### src/rtl/pack24_bot_scheduler_pkg.sv
// Shared constants for the pack24 scheduling slice: bot memory geometry, pack result
// widths and the scheduler state encoding.
package pack24_bot_scheduler_pkg;

    localparam int unsigned BOT_ADDR_WIDTH = 14;
    localparam int unsigned FULL_WIDTH     = 5;
    localparam int unsigned SUM_DATA_WIDTH = 40;
    localparam int unsigned PCOEFF_WIDTH   = 5;

    typedef enum logic [1:0] {
        StIdle  = 2'd0,
        StIssue = 2'd1,
        StDrain = 2'd2,
        StDone  = 2'd3
    } schedState_e;

endpackage

### src/rtl/pack24_result_accumulator.sv
// Result side of the scheduler: gates pack results, tracks outstanding bots, accumulates
// job totals and flags results that arrive when none are expected.
module pack24_result_accumulator
    import pack24_bot_scheduler_pkg::*;
#(
    parameter int unsigned ADDR_WIDTH = BOT_ADDR_WIDTH,
    parameter int unsigned SUM_WIDTH  = 64,
    parameter int unsigned CNT_WIDTH  = 32
) (
    input  logic                      clk,
    input  logic                      rst,
    input  logic                      clear,
    input  logic                      active,
    input  logic                      issue,
    input  logic                      resultValid,
    input  logic [SUM_DATA_WIDTH-1:0] summedData,
    input  logic [PCOEFF_WIDTH-1:0]   pcoeffCount,
    output logic                      resultTaken,
    output logic [ADDR_WIDTH:0]       outstanding,
    output logic [SUM_WIDTH-1:0]      totalSum,
    output logic [CNT_WIDTH-1:0]      totalCount,
    output logic                      protocolError
);

    logic [ADDR_WIDTH:0]  outstandingQ, outstandingD;
    logic [SUM_WIDTH-1:0] totalSumQ, totalSumD;
    logic [CNT_WIDTH-1:0] totalCountQ, totalCountD;
    logic                 protocolErrorQ;
    logic                 badResult;

    // A result only counts while a job is running and something is actually in flight.
    assign resultTaken = resultValid && active && (outstandingQ != '0);
    assign badResult   = resultValid && !resultTaken;

    always_comb begin
        outstandingD = outstandingQ;
        totalSumD    = totalSumQ;
        totalCountD  = totalCountQ;
        if (clear) begin
            outstandingD = '0;
            totalSumD    = '0;
            totalCountD  = '0;
        end else begin
            unique case ({issue, resultTaken})
                2'b10:   outstandingD = outstandingQ + 1'b1;
                2'b01:   outstandingD = outstandingQ - 1'b1;
                default: outstandingD = outstandingQ;
            endcase
            if (resultTaken) begin
                totalSumD   = totalSumQ + SUM_WIDTH'(summedData);
                totalCountD = totalCountQ + CNT_WIDTH'(pcoeffCount);
            end
        end
    end

    always_ff @(posedge clk or posedge rst) begin
        if (rst) begin
            outstandingQ   <= '0;
            totalSumQ      <= '0;
            totalCountQ    <= '0;
            protocolErrorQ <= 1'b0;
        end else begin
            outstandingQ   <= outstandingD;
            totalSumQ      <= totalSumD;
            totalCountQ    <= totalCountD;
            protocolErrorQ <= protocolErrorQ | badResult;
        end
    end

    assign outstanding   = outstandingQ;
    assign totalSum      = totalSumQ;
    assign totalCount    = totalCountQ;
    assign protocolError = protocolErrorQ;

endmodule

### src/rtl/pack24_bot_scheduler.sv
// Job sequencer in front of pipeline24Pack: streams a contiguous bot index range under
// fullness back-pressure and reports per-job totals with a done pulse.
module pack24_bot_scheduler
    import pack24_bot_scheduler_pkg::*;
#(
    parameter int unsigned ADDR_WIDTH     = BOT_ADDR_WIDTH,
    parameter int unsigned FULL_THRESHOLD = 30,
    parameter int unsigned SUM_WIDTH      = 64,
    parameter int unsigned CNT_WIDTH      = 32
) (
    input  logic                      clk,
    input  logic                      rst,
    input  logic                      start,
    input  logic [127:0]              jobTop,
    input  logic [ADDR_WIDTH-1:0]     jobBase,
    input  logic [ADDR_WIDTH:0]       jobCount,
    output logic                      ready,
    output logic [127:0]              top,
    output logic [ADDR_WIDTH-1:0]     botIndex,
    output logic                      isBotValid,
    input  logic [FULL_WIDTH-1:0]     maxFullness,
    input  logic                      resultValid,
    input  logic [SUM_DATA_WIDTH-1:0] summedData,
    input  logic [PCOEFF_WIDTH-1:0]   pcoeffCount,
    output logic                      done,
    output logic [SUM_WIDTH-1:0]      totalSum,
    output logic [CNT_WIDTH-1:0]      totalCount,
    output logic                      protocolError
);

    schedState_e           stateQ, stateD;
    logic [127:0]          topQ;
    logic [ADDR_WIDTH-1:0] baseQ;
    logic [ADDR_WIDTH:0]   countQ;
    logic [ADDR_WIDTH:0]   issuedQ;
    logic [ADDR_WIDTH:0]   issuedPlus;
    logic [ADDR_WIDTH:0]   outstanding;
    logic                  accept;
    logic                  issue;
    logic                  allIssued;
    logic                  drainEmpty;
    logic                  resultTaken;
    logic                  active;

    assign accept     = (stateQ == StIdle) && start;
    assign active     = (stateQ == StIssue) || (stateQ == StDrain);
    assign issuedPlus = issuedQ + 1'b1;
    // Issue decision is combinational on the current fullness: the threshold already
    // leaves room for the pack's input latency, so no skid buffer is needed.
    assign issue      = (stateQ == StIssue) && (issuedQ < countQ)
                        && (32'(maxFullness) < FULL_THRESHOLD);
    assign allIssued  = (issuedQ == countQ) || (issue && (issuedPlus == countQ));
    assign drainEmpty = (outstanding == '0)
                        || ((outstanding == (ADDR_WIDTH + 1)'(1)) && resultTaken);

    // State register.
    always_ff @(posedge clk or posedge rst) begin
        if (rst) begin
            stateQ <= StIdle;
        end else begin
            stateQ <= stateD;
        end
    end

    // Next-state logic.
    always_comb begin
        stateD = stateQ;
        unique case (stateQ)
            StIdle:  if (start) stateD = StIssue;
            StIssue: if (allIssued) stateD = StDrain;
            StDrain: if (drainEmpty) stateD = StDone;
            StDone:  stateD = StIdle;
            default: stateD = StIdle;
        endcase
    end

    // Outputs.
    always_comb begin
        ready      = (stateQ == StIdle);
        done       = (stateQ == StDone);
        isBotValid = issue;
        botIndex   = '0;
        if (issue) begin
            botIndex = baseQ + issuedQ[ADDR_WIDTH-1:0];
        end
    end

    // Job registers.
    always_ff @(posedge clk or posedge rst) begin
        if (rst) begin
            topQ    <= '0;
            baseQ   <= '0;
            countQ  <= '0;
            issuedQ <= '0;
        end else if (accept) begin
            topQ    <= jobTop;
            baseQ   <= jobBase;
            countQ  <= jobCount;
            issuedQ <= '0;
        end else if (issue) begin
            issuedQ <= issuedPlus;
        end
    end

    assign top = topQ;

    pack24_result_accumulator #(
        .ADDR_WIDTH(ADDR_WIDTH),
        .SUM_WIDTH (SUM_WIDTH),
        .CNT_WIDTH (CNT_WIDTH)
    ) uAcc (
        .clk          (clk),
        .rst          (rst),
        .clear        (accept),
        .active       (active),
        .issue        (issue),
        .resultValid  (resultValid),
        .summedData   (summedData),
        .pcoeffCount  (pcoeffCount),
        .resultTaken  (resultTaken),
        .outstanding  (outstanding),
        .totalSum     (totalSum),
        .totalCount   (totalCount),
        .protocolError(protocolError)
    );

endmodule

### config.mk
export PLATFORM = sky130hd
export DESIGN_NAME = pack24_bot_scheduler
export DESIGN_NICKNAME = d
export VERILOG_FILES = /design/src/rtl/pack24_bot_scheduler_pkg.sv /design/src/rtl/pack24_result_accumulator.sv /design/src/rtl/pack24_bot_scheduler.sv
export SDC_FILE = /design/constraint.sdc
export NUM_CORES = 1
export LEC_CHECK = 0
export BUFFER_PORTS_ARGS = -buffer_cell sky130_fd_sc_hd__buf_2
export CORE_ASPECT_RATIO = 1.1
export CORE_MARGIN = 2
export CORE_UTILIZATION = 40
export DETAILED_ROUTE_END_ITERATION = 8
export SYNTH_ARGS = -nofsm -noshare
export SYNTH_HDL_FRONTEND = slang
export SYNTH_SLANG_ARGS = --single-unit
### constraint.sdc
create_clock -name clk -period 16.28 [get_ports clk]
set_clock_uncertainty 0.2 [all_clocks]
set_input_delay 2.442 -clock clk [delete_from_list [all_inputs] [get_ports clk]]
set_output_delay 2.442 -clock clk [all_outputs]
set_load 0.02 [all_outputs]
### Word level (Yosys, flattened, before mapping)

Cells that the tools add are included.

* multiplexer cells: 13
* $lt $le $gt $ge: 2
* reductions and logical operators: 19
* eq/ne operators: 11
* add/subtract/negate cells: 6
* bitwise logic cells: 1

Operators with widths (count)
* $mux 64: 2
* $add 64x40->64: 1
* $mux 32: 2
* $mux 15: 3
* $add 32x5->32: 1
* $add 15x1->15 const B: 2
* $eq 15x15->1: 2
* $pmux 15 s2: 1
* $eq 15x1->1 const B: 1
* $logic_not 15->1: 1
* $lt 15x15->1: 1
* $reduce_bool 15->1: 1
* $sub 15x1->15 const B: 1
* $add 14x14->14: 1
* $mux 14: 1
* $logic_and 1x1->1: 8
* $pmux 2 s4: 1
* $eq 2x2->1 const B: 3
* $mux 2: 3
* $ne 2x2->1 const B: 3
* $lt 5x5->1 const B: 1
* $eq 2x1->1 const B: 2
* $reduce_bool 2->1: 2
* $logic_or 1x1->1: 3
* 5 further kinds: 5

* register bits after elaboration: 286
* word-level logic and storage cells: 61
* output and inout bits: 242
* bits of input ports: 211

### Logic depth before layout (Yosys ltp)

* depth after elaboration: 8
* mapped depth: 14

### Modules after synthesis

A second synthesis with hierarchy kept.

* cells, all modules: 1566
* area, all modules: 16090.4 um2

By module, submodules not included
* pack24_bot_scheduler: area each 8185.4 um2, sequential area each 4354.2 um2, times used 1, cells each 663
* pack24_result_accumulator: area each 7905.1 um2, sequential area each 2802.7 um2, times used 1, cells each 903

### Worst setup path before layout

Ideal clock, no wire load.

* path type: input -> output
* start point: in maxFullness[1]
* end point: out botIndex[0]
* arrival time: 3.683 ns
* path buffers: 2
* stages on the path: 7
* path slack: 9.955 ns
* cell sequence: nand4_1 o2111ai_1 nand2b_1 clkbuf_1 inv_1 clkbuf_1 and2_1

* cells in the longest elaborated chain, start to end: 3

Ends and longest elaborated chain
* start, declared: RTL line pack24_bot_scheduler.sv:21 `input logic [FULL_WIDTH-1:0] maxFullness,`
* $lt 5x5->1: RTL line pack24_bot_scheduler.sv:51 `&& (32'(maxFullness) < FULL_THRESHOLD);`
* $logic_and 1x1->1: RTL line pack24_bot_scheduler.sv:51
* via isBotValid: RTL line pack24_bot_scheduler.sv:20 `output logic isBotValid,`
* $mux 14: RTL line pack24_bot_scheduler.sv:83 `if (issue) begin`
* end, declared: RTL line pack24_bot_scheduler.sv:19 `output logic [ADDR_WIDTH-1:0] botIndex,`

The timed path passes the listed nets, and every way through them passes these cells.

### Worst setup path after layout

* start point: in maxFullness[2]
* end point: out botIndex[0]

* cells in the longest elaborated chain, start to end: 3

Ends and longest elaborated chain (RTL line)
* $lt 5x5->1: pack24_bot_scheduler.sv:51
* $logic_and 1x1->1: pack24_bot_scheduler.sv:51
* $mux 14: pack24_bot_scheduler.sv:83

Every way passes these cells.

==> results summary <==
The number of clock buffers added by TritonCTS is 35. The post-synthesis async set-or-reset flop share came out at 100%. The worst setup path is captured at an output pin. The total setup buffers inserted after CTS came out at 0. The worst-path maximum fanout came out at 36. The cell count after synthesis is 1851. Entering global routing, the biggest net connects 111 pins. The relative max-transition margin is 21.5%.

The starting density of the core came out at 40.4%. The worst path uses 40.6% of the clock period. The count of max-cap constraint violations is 0. The number of nets with antenna violations after detailed routing is 0. The via count of the first global-routing pass is 14300. In this run the vertical extent of the chip is 212 um. Among all flip-flop cells after synthesis, the most frequent one is sky130_fd_sc_hd__dfrtp_1. The critical path goes through buf_2, nand4_1, o2111ai_1, nand2b_1, buf_4, inv_1, and2_1, buf_2. The routed wire length came out at 49700 um. The post-CTS clock slew at the launch and capture registers of the worst setup and hold paths is 50 ps. The final-report max-slew violation count came out at 0.

The most numerous cell in the Yosys netlist is sky130_fd_sc_hd__nand2_1. The flow ran to the end, and the final reports show no timing, DRC or antenna violations. Clock tree synthesis selected as its root buffer the cell sky130_fd_sc_hd__clkbuf_16.

The all-layer global routing usage came out at 23.5%. The total die area is 0.0411 mm2. The leakage dissipation is 10.2 nW. By instance count, the cell type seen most on the critical path is sky130_fd_sc_hd__buf_2. The largest total area in the synthesized netlist belongs to sky130_fd_sc_hd__dfrtp_1. The buffer depth of the longest clock path came out at 3. In the post-synthesis netlist, the biggest area contributors are sky130_fd_sc_hd__dfrtp_1 (45%), sky130_fd_sc_hd__nand2_1 (14%), sky130_fd_sc_hd__ha_1 (6.4%). The DRC violation total after the first TritonRoute iteration is 699.

Data on the critical path is required at its endpoint by 13640 ps. The combinational power share came out at 47.3%. The mapped netlist covers 0.0158 mm2. The count of H-tree levels built during CTS is 2. The final HPWL from detailed placement is 36100 um. The clock net in this run drives a total of 286 sinks. The net switching power is 1.63 mW. The total internal power is 2.06 mW.

The insertion delay to the later sink of the worst-skew pair is 530 ps. The slowest stage cell on the critical path is sky130_fd_sc_hd__buf_4. The type of the most critical hold path is reg2reg. The count of TritonRoute iterations in the first routing pass came out at 5. The synthesized area per cell is 8.54 um2.

The sequential cell fraction of total power is 31.1%. IR analysis of the VDD net gives a maximum drop of 0.110 mV. The final hold violation count was 0.

The routed length per placed instance came out at 17.8 um. The quantity of I/O buffers inserted on ports is 451. The routability-driven placement congestion ratio came out at 0.930.

The first-pass GRT wire length is 77800 um. After detailed placement, the design holds a cell count of 2734. The number of antenna violations at the first check in global routing is 5.

The number of inserted filler cells in the final layout came out at 3798. During synthesis, Yosys emitted a total of 0 warnings. The count of unique library cells instantiated by Yosys is 79.

The floorplan has 76 rows. The area of the core came out at 0.0391 mm2. The sum of negative setup slack is 0 ps.

Setup repair after global routing left no endpoint under its margin. The measured slew at the worst slew-check pin came out at 1150 ps. The number of nets at the end of the flow came out at 2559.

The maximum operating frequency is 151 MHz. The worst slack at placement came out at 9660 ps. The count of instances resized after the clock tree is built is 0. The total power divided by cell area is 188 mW/mm2. The data arrival time at the worst-slack endpoint came out at 3970 ps. The total I/O pin count is 453. The horizontal die dimension came out at 193 um. The fraction of final layout cells with drive strength greater than 1 came out at 23.9%. The placed cell area is 0.0184 mm2. The kind of start point of the critical path is an input pin. The sequential cell area fraction in the yosys report is 45.3%. The critical path is of the in2out type. The DRC violation count after routing came out at 0. The summed area of non-filler cells in the final layout came out at 0.0196 mm2. The layout-stage area growth over the synthesis result is 24.2%. The post-synthesis register bit count came out at 286. The net switching fraction of the power came out at 44.2%. Counting every net in the synthesized netlist gives 2146. The final period demand of the worst path is 6610 ps. TritonCTS built the clock tree. The number of standard cells in the layout, taps in and fillers out is 2795. Summed over all layers, the global routing overflow is 0.

For this design, the CTS-stage hold fixing added 0 buffers. The share of total power dissipated in the clock network is 21.6%. The final-report setup violation count is 0. The synthesized design contains 0 enable-type register cells. Dividing the detail-routed via count by the number of cells gives 5.26. In this design, the stage delay of the slowest critical-path cell is 350 ps. After synthesis, the most frequently instantiated cells are sky130_fd_sc_hd__nand2_1 (574), sky130_fd_sc_hd__dfrtp_1 (286), sky130_fd_sc_hd__a21oi_1 (117).

In the post-route analysis, the smallest setup slack over all paths is 9670 ps. Detailed routing inserted a total of 14700 vias. The area share of the largest cell type after synthesis came out at 45.3%.

The multi-input combinational cells in the finished layout cover a total of 0.00816 mm2. The footprint of the flip-flops and latches is 0.00716 mm2.
-- layer usage --
layer / vias up / track usage, % / wire (um)
met5: - / 0 / 48
met3: 99 / 5.47 / 3130
met1: 7048 / 28.9 / 20400
li1: 7111 / - / -
met4: 8 / 8.98 / 1710
met2: 436 / 40.1 / 24400
-- power groups by stage --
| stage | sequential, mW | clock [mW] | combinational (mW) |
|---|---|---|---|
| floorplan | 1.37 | 0 | 0.989 |
| global placement | 1.15 | 0 | 1.73 |
| detailed placement | 1.15 | 0 | 1.75 |
| CTS | 1.15 | 0.817 | 1.76 |
| global route | 1.18 | 0.847 | 1.93 |
| finish | 1.15 | 0.795 | 1.74 |
-- cell type report --
| type | instances | share of cell area [%] |
|---|---|---|
| inverter | 41 | 0.823 |
| clock inverter | 7 | 0.574 |
| multi-input combinational | 1439 | 41.6 |
| antenna | 2 | 0.0255 |
| tap | 507 | 3.23 |
| clock buffer | 52 | 5.40 |
| sequential | 286 | 36.5 |
| timing repair buffer | 461 | 11.9 |
-- flip-flops by register name (all words and copies together), names as in the netlist --
signal	flops
top	128
uAcc.totalSum	64
uAcc.totalCount	32
countQ	15
issuedQ	15
uAcc.outstanding	15
baseQ	14
stateQ	2
uAcc.protocolError	1
-- cells in the final DEF, fill, tap and decap left out, types with 30 or more instances in the layout --
master and count:
sky130_fd_sc_hd__o21ai_0 65, sky130_fd_sc_hd__nand4_1 30, sky130_fd_sc_hd__xnor2_1 61, sky130_fd_sc_hd__dfrtp_1 286, sky130_fd_sc_hd__nor2_1 115, sky130_fd_sc_hd__nand2_1 573, sky130_fd_sc_hd__ha_1 81, sky130_fd_sc_hd__buf_2 451
sky130_fd_sc_hd__a21oi_1 117, sky130_fd_sc_hd__nand3_1 48, sky130_fd_sc_hd__xor2_1 46, sky130_fd_sc_hd__clkbuf_16 35, sky130_fd_sc_hd__inv_1 40
-- stage by stage --
stage	hold slack, ps	util (%)	total power [mW]
after floorplan	252	-	2.35
after global placement	245	47.2	2.88
after detailed placement	250	47.2	2.90
after CTS	260	50.2	3.73
after global routing	284	50.2	3.96
final	254	50.2	3.69
-- critical path: cells and delay by family --
family / cells / cell delay, ps
AOI/OAI and AO/OA: 1 / 90
and+or+nand+nor: 3 / 500
buffers and inverters: 4 / 920
-- logic make-up (layout without fill, tap and decap cells) --
logic type / after synthesis / in the layout / share of synthesized area [%]
AOI/OAI and AO/OA: 322 / 322 / 12.7
and+or+nand+nor: 919 / 919 / 25.7
other: 0 / 2 / 0
xor gates and xnor gates: 107 / 107 / 5.93
DFF: 286 / 286 / 45.3
buffers and inverters: 126 / 561 / 3.18
adders and majority gates: 84 / 84 / 6.79
muxes: 7 / 7 / 0.459
-- worst paths after layout --
path	startpoint	cells after the start	to	slack, ps
hold reg to reg	uAcc.protocolError	1	uAcc.protocolError	250
setup / recovery	maxFullness[2]	8	botIndex[0]	9670
max in group asynchronous	rst	4	uAcc.totalCount[4]	11690
min in group asynchronous	rst	2	top[44]	1830
setup reg to reg	uAcc.totalSum[0]	11	uAcc.totalSum[58]	12350
hold / removal	uAcc.protocolError	1	uAcc.protocolError	250
(Power assumes the default switching activity.)
